`src/rtl/axi_lite_wr_arbiter.sv`:
```
// Two-master round-robin arbiter for a single AXI-Lite write port.
// Only one AW/W/B transaction is in flight at a time. The granted master's
// channels are muxed to the slave. The other master sees its readies and
// bvalid held low.
module axi_lite_wr_arbiter #(
  parameter  int AXI_ADDR_WIDTH = 20,
  parameter  int AXI_DATA_WIDTH = 16,
  localparam int STRB_W         = (AXI_DATA_WIDTH + 7) / 8
) (
  input  logic                      clk,
  input  logic                      reset,

  input  logic [AXI_ADDR_WIDTH-1:0] m0_axi_awaddr,
  input  logic                      m0_axi_awvalid,
  output logic                      m0_axi_awready,
  input  logic [AXI_DATA_WIDTH-1:0] m0_axi_wdata,
  input  logic [STRB_W-1:0]         m0_axi_wstrb,
  input  logic                      m0_axi_wvalid,
  output logic                      m0_axi_wready,
  output logic [1:0]                m0_axi_bresp,
  output logic                      m0_axi_bvalid,
  input  logic                      m0_axi_bready,

  input  logic [AXI_ADDR_WIDTH-1:0] m1_axi_awaddr,
  input  logic                      m1_axi_awvalid,
  output logic                      m1_axi_awready,
  input  logic [AXI_DATA_WIDTH-1:0] m1_axi_wdata,
  input  logic [STRB_W-1:0]         m1_axi_wstrb,
  input  logic                      m1_axi_wvalid,
  output logic                      m1_axi_wready,
  output logic [1:0]                m1_axi_bresp,
  output logic                      m1_axi_bvalid,
  input  logic                      m1_axi_bready,

  output logic [AXI_ADDR_WIDTH-1:0] s_axi_awaddr,
  output logic                      s_axi_awvalid,
  input  logic                      s_axi_awready,
  output logic [AXI_DATA_WIDTH-1:0] s_axi_wdata,
  output logic [STRB_W-1:0]         s_axi_wstrb,
  output logic                      s_axi_wvalid,
  input  logic                      s_axi_wready,
  input  logic [1:0]                s_axi_bresp,
  input  logic                      s_axi_bvalid,
  output logic                      s_axi_bready
);

  typedef enum logic [1:0] {
    IDLE      = 2'd0,
    ADDR_DATA = 2'd1,
    RESP      = 2'd2
  } state_t;

  state_t state_q, state_d;
  logic   grant_q, grant_d;
  logic   last_grant_q, last_grant_d;
  logic   aw_done_q, aw_done_d;
  logic   w_done_q, w_done_d;

  logic                      req0, req1;
  logic                      in_ad, in_resp;
  logic [AXI_ADDR_WIDTH-1:0] g_awaddr;
  logic [AXI_DATA_WIDTH-1:0] g_wdata;
  logic [STRB_W-1:0]         g_wstrb;
  logic                      g_awvalid, g_wvalid, g_bready;
  logic                      g_awready, g_wready, g_bvalid;
  logic                      aw_hs, w_hs, b_hs;
  logic                      aw_now, w_now;

  // A master requests as soon as either its address or its data is valid,
  // so a data-first master is still granted.
  assign req0 = m0_axi_awvalid | m0_axi_wvalid;
  assign req1 = m1_axi_awvalid | m1_axi_wvalid;

  assign in_ad   = (state_q == ADDR_DATA);
  assign in_resp = (state_q == RESP);

  // Granted-master view of the request channels.
  assign g_awaddr  = grant_q ? m1_axi_awaddr  : m0_axi_awaddr;
  assign g_wdata   = grant_q ? m1_axi_wdata   : m0_axi_wdata;
  assign g_wstrb   = grant_q ? m1_axi_wstrb   : m0_axi_wstrb;
  assign g_awvalid = grant_q ? m1_axi_awvalid : m0_axi_awvalid;
  assign g_wvalid  = grant_q ? m1_axi_wvalid  : m0_axi_wvalid;
  assign g_bready  = grant_q ? m1_axi_bready  : m0_axi_bready;

  // Each channel is forwarded only until its handshake completes, so a master
  // that keeps its valid high cannot cause a duplicate AW or W beat.
  assign s_axi_awaddr  = g_awaddr;
  assign s_axi_wdata   = g_wdata;
  assign s_axi_wstrb   = g_wstrb;
  assign s_axi_awvalid = in_ad & g_awvalid & ~aw_done_q;
  assign s_axi_wvalid  = in_ad & g_wvalid  & ~w_done_q;
  assign g_awready     = in_ad & s_axi_awready & ~aw_done_q;
  assign g_wready      = in_ad & s_axi_wready  & ~w_done_q;

  // A slave bvalid seen outside RESP is not acknowledged.
  assign g_bvalid     = in_resp & s_axi_bvalid;
  assign s_axi_bready = in_resp & g_bready;

  assign m0_axi_awready = g_awready & ~grant_q;
  assign m1_axi_awready = g_awready &  grant_q;
  assign m0_axi_wready  = g_wready  & ~grant_q;
  assign m1_axi_wready  = g_wready  &  grant_q;
  assign m0_axi_bvalid  = g_bvalid  & ~grant_q;
  assign m1_axi_bvalid  = g_bvalid  &  grant_q;
  assign m0_axi_bresp   = (in_resp && !grant_q) ? s_axi_bresp : 2'b00;
  assign m1_axi_bresp   = (in_resp &&  grant_q) ? s_axi_bresp : 2'b00;

  assign aw_hs  = s_axi_awvalid & s_axi_awready;
  assign w_hs   = s_axi_wvalid  & s_axi_wready;
  assign b_hs   = s_axi_bvalid  & s_axi_bready;
  assign aw_now = aw_done_q | aw_hs;
  assign w_now  = w_done_q  | w_hs;

  // Next-state logic: arbitrate in IDLE, track AW/W completion, wait for B.
  always_comb begin
    state_d      = state_q;
    grant_d      = grant_q;
    last_grant_d = last_grant_q;
    aw_done_d    = aw_done_q;
    w_done_d     = w_done_q;
    case (state_q)
      IDLE: begin
        if (req0 || req1) begin
          state_d = ADDR_DATA;
          if (req0 && req1) grant_d = ~last_grant_q;
          else              grant_d = req1;
        end
      end
      ADDR_DATA: begin
        if (aw_now && w_now) begin
          state_d   = RESP;
          aw_done_d = 1'b0;
          w_done_d  = 1'b0;
        end else begin
          aw_done_d = aw_now;
          w_done_d  = w_now;
        end
      end
      RESP: begin
        if (b_hs) begin
          last_grant_d = grant_q;
          state_d      = IDLE;
        end
      end
      default: state_d = IDLE;
    endcase
  end

  // State registers. last_grant resets to 1 so master 0 wins the first tie.
  always_ff @(posedge clk) begin
    if (!reset) begin
      state_q      <= IDLE;
      grant_q      <= 1'b0;
      last_grant_q <= 1'b1;
      aw_done_q    <= 1'b0;
      w_done_q     <= 1'b0;
    end else begin
      state_q      <= state_d;
      grant_q      <= grant_d;
      last_grant_q <= last_grant_d;
      aw_done_q    <= aw_done_d;
      w_done_q     <= w_done_d;
    end
  end

endmodule

```
`config.mk`:
```
export PLATFORM = sky130hd
export DESIGN_NAME = axi_lite_wr_arbiter
export DESIGN_NICKNAME = d
export VERILOG_FILES = /design/src/rtl/axi_lite_wr_arbiter.sv
export SDC_FILE = /design/constraint.sdc
export NUM_CORES = 1
export LEC_CHECK = 0
export ABC_CLOCK_PERIOD_IN_PS = 1700
export CORE_AREA = 2 2 54 56
export CTS_CLUSTER_DIAMETER = 150
export DETAILED_ROUTE_END_ITERATION = 8
export DIE_AREA = 0 0 56 58
export DONT_BUFFER_PORTS = 1
export PLACE_DENSITY_LB_ADDON = 0.08
export RECOVER_POWER = 50
export SETUP_SLACK_MARGIN = 0.02
export SLEW_MARGIN = 20
export SYNTH_ARGS = -nofsm -noshare
export SYNTH_HDL_FRONTEND = slang
export SYNTH_SLANG_ARGS = --single-unit
```
`constraint.sdc`:
```
create_clock -name clk -period 1.7 [get_ports clk]
set_input_delay 0.34 -clock clk [delete_from_list [all_inputs] [get_ports clk]]
set_output_delay 0.34 -clock clk [all_outputs]
set_load 0.05 [all_outputs]
```
### After elaboration in Yosys (flattened, before gate mapping)

Cells that the tools add are included.

* flip-flop bits (word level): 6
* input bits: 89
* output and inout port bits: 51
* logic and storage cells: 62

* equality and inequality tests: 5
* multiplexer cells: 15
* bitwise gates (word level): 27
* reductions and logical operators: 10

Operators by type and width (count)
* 20-bit two-way mux: 1
* 1-bit AND: 19
* 16-bit two-way mux: 1
* 2-bit two-way mux: 6
* 1-bit two-way mux: 6
* 2-bit case mux with 3 select lines: 1
* 1-bit logical AND: 4
* 2-bit by 1-bit != test with 1-bit output (second input constant): 2
* 1-bit inverter: 4
* 1-bit bitwise OR: 4
* 2-bit AND reduction: 2
* 3-bit AND reduction: 1
* 2-bit by 1-bit == test with 1-bit output (second input constant): 1
* 2-bit == test (second input constant): 1
* 2-bit zero test: 1
* 2-bit != test (second input constant): 1
* 1-bit zero test: 1
* 1-bit logical OR: 1

### Depth between registers and ports, before layout

* depth in word-level cells: 8
* mapped depth: 5
* gate-level depth less buffers: 3

### Worst setup path before layout

Ideal clock, no wire load.

* kind: register to output
* from: register state_q[1]
* to: output port m0_axi_awready
* data arrival time: 2371 ps
* data required time: 1360 ps
* setup slack: -1011 ps
* cell stages (with the launch flop): 5
* buffers on the path: 2
* cell sequence: dfxtp_1 -> buf_2 -> nand2b_1 -> buf_2 -> nor4b_1

* word-level cells in the longest chain between the ends: 4

Ends and longest elaborated chain
* start: declaration: line 53 `state_t state_q, state_d;`
* start signal: assignment: line 158 `state_q <= state_d;`
* 2-bit by 1-bit == test with 1-bit output: line 74 `assign in_ad = (state_q == ADDR_DATA);`
* 1-bit AND (2 in a row): line 92 `assign g_awready = in_ad & s_axi_awready & ~aw_done_q;`
* 1-bit AND: line 99 `assign m0_axi_awready = g_awready & ~grant_q;`
* end: declaration: line 15 `output logic m0_axi_awready,`

No other way between the ends.

### Worst setup path after layout

* from: register grant_q
* to: output port m1_axi_wready

* word-level cells in the longest chain between the ends: 1

Ends and longest elaborated chain
* start: declaration: line 54 `logic grant_q, grant_d;`
* start signal: assignment: line 159 `grant_q <= grant_d;`
* 1-bit AND: line 102 `assign m1_axi_wready = g_wready & grant_q;`
* end: declaration: line 30 `output logic m1_axi_wready,`

No other way between the ends.

==> results_dict.tcl <==
set metrics [dict create \
    rsz0062_at_grt "true" \
    synth-seq-cells 6 \
    detailroute.via_count 906 \
    insertion_delay_ns 0.24 \
    remaining_drc_errors 0 \
    postLayoutCellArea_um2 1406 \
    power_density_nw_per_um2 1115 \
    antenna_found_initial 0 \
    async_reset_ff_share_pct 0 \
    path_clk_slew_ns 0.04 \
    detailed_place_hpwl_um 2561 \
    layout-drive-gt1-share_pct 64.91 \
    grt_usage_pct 15.87 \
    ios 140 \
    maxCapViolCount 0 \
    h-tree-depth 1 \
    critical_path_required_ns 1.36 \
    ys_warn_count 0 \
    yosysMostFrequentCell "mux2_2" \
    cellLeakagePower_nw 0.5978 \
    cts-root-buf "clkbuf_4" \
    die_h_um 58 \
    rr_worst_depth 3 \
    start_kind "flop" \
    holdPathStages 1 \
    avgSynthCellArea_um2 9.234 \
    numCtsBuffers 3 \
    syn_area_um2 923.4 \
    initial_utilization_pct 34.68 \
    hold_viol_final 0 \
    synth_nets 189 \
    fin_ws_ns 0.03723 \
    critPathKind "reg -> out" \
    wl_um 3256 \
    rows 19 \
    synth_cells 100 \
    yosysTopAreaCell "mux2_2" \
    worst_clock_skew_ns 0.0008170 \
    io_buffers 0 \
    ys_seq_area_share_pct 13.01 \
    clock_tree.buffer_depth 2 \
    areaGrowthSynthToFinish_pct 52.30 \
    ir_drop_v 0.0005897 \
    synth_cell_types 30 \
    netlist_top_cells_count "39 x mux2_2, 9 x nor2_1, 7 x buf_2" \
    period_share_pct 97.81 \
    firstDrtPassIters 4 \
    wl_per_cell_um 22.46 \
    min_path_type "in -> reg" \
    grt_overflow 0 \
    dpl-instance-area_um2 1220 \
    setup_viol 0 \
    die_x_um 56 \
    antenna_left 0 \
    slew_viol_final 0 \
    synth_ff_type "dfxtp_1" \
    status "completed" \
    grt_start_max_net_pins 32 \
    cp_max_fo 6 \
    clock_sink_count 6 \
    synth.area.top_cells "mux2_2 48%, dfxtp_1 13%, buf_2 3.8%" \
    worst_pin_slew_ns 0.4007 \
    design.die.area_um2 3248 \
    place.gp.congestion 0.7977 \
    grt_pass1_vias 858 \
    synth-edff-count 0 \
    viasPerCell 6.248 \
    first_iter_violations 20 \
    clock.fmax_mhz 601.4 \
    grt_pass1_wl_um 3974 \
    core-area_um2 2663 \
    nets 205 \
    yosysTopAreaCellShare_pct 47.56 \
    crit_arrival_ns 1.32 \
    dp_slack_ns 0.1939 \
    slew_headroom_pct 73.25 \
    layout_min_cycle_time_ns 1.663 \
    diodes 0 \
    crit_path_end_kind "output pin" \
    cts_tree "built" \
]
==> worst max-delay path, cell delays in order (launching register included) <==
cell and delay (ns):
dfxtp_4 0.40, inv_1 0.15, nor4b_4 0.36, buf_12 0.18
==> cell type report <==
| cell class | instances | area (µm²) |
|---|---|---|
| Multi-Input combinational cell | 82 | 972.2 |
| Inverter | 4 | 15.01 |
| Sequential cell | 6 | 127.6 |
| Tap cell | 31 | 38.79 |
| Clock buffer | 3 | 22.52 |
| Fill cell | 236 | 1256 |
| Timing Repair Buffer | 19 | 230.2 |
==> logic make-up after synthesis <==
kind of cell	share of synthesized area (%)
muxes	50.27
buffers and inverters	6.639
xor gates and xnor gates	0.9487
and+or+nand+nor	17.61
DFF	13.01
AOI/OAI and AO/OA	11.52
==> repair_timing <==
item,4_1_cts,5_1_grt
resized for setup,6,36
pin swaps,3,2
setup endpoints to repair,45,46
buffers inserted,2,1
hold buffers,0,0
==> cells in the final DEF (no fill, tap or decap) <==
cell type,instances
o221ai_1,1
a21boi_0,1
a211oi_1,1
and3_1,2
nor2_1,9
o221a_2,1
a21oi_1,1
a31oi_1,1
nand2b_1,3
a211oi_2,1
nand3_1,1
o31a_1,1
o31ai_1,2
nor3_1,1
clkbuf_4,3
xor2_1,1
buf_12,7
nor4b_4,4
inv_1,4
or4_1,1
nand2_1,2
mux2_4,40
buf_4,12
a2111oi_0,1
nand2b_4,1
o311ai_0,1
nor3_2,1
mux2i_1,1
dfxtp_4,2
nor2b_1,1
dfxtp_1,4
nor3b_4,2
==> power by group <==
| part | internal, mW | switching, mW | leakage, nW |
|---|---|---|---|
| sequential | 0.163 | 0.0322 | 0.0506 |
| clock | 0.0797 | 0.0486 | 0.0138 |
| combinational | 0.447 | 0.798 | 0.533 |
| total | 0.689 | 0.878 | 0.598 |
==> state kept, by name (all words and copies together), names as in the netlist <==
register	cells
state_q	2
grant_q	1
w_done_q	1
aw_done_q	1
last_grant_q	1
==> worst paths after layout <==
check / startpoint / end / slack (ns)
hold / removal: reset / last_grant_q / 0.17
setup / recovery: grant_q / m1_axi_wready / 0.04
setup reg to reg: grant_q / w_done_q / 0.29
hold reg to reg: last_grant_q / last_grant_q / 0.49
==> per-layer routing <==
metal	vias to the layer above	GRT usage, %	part of all wire (%)
met4	0	8.503	2.1
met1	418	15.63	32
met5	-	0	0
li1	404	-	-
met2	78	30.76	52
met3	6	3.571	13
==> stage by stage <==
stage / TNS [ns] / hold slack [ns] / instances / utilization [%] / power [mW]
5_1_grt: -0.1805 / 0.1602 / 145 / 52.82 / 1.627
3_5_place_dp: 0 / 0.4165 / 139 / 45.82 / 1.312
6_report: 0 / 0.1730 / 145 / 52.82 / 1.568
2_1_floorplan: -0.2741 / 0.4118 / 100 / - / 1.176
3_3_place_gp: 0 / 0.4148 / 139 / 45.82 / 1.308
4_1_cts: 0 / 0.1594 / 144 / 47.89 / 1.475
(Power assumes the default switching activity.)
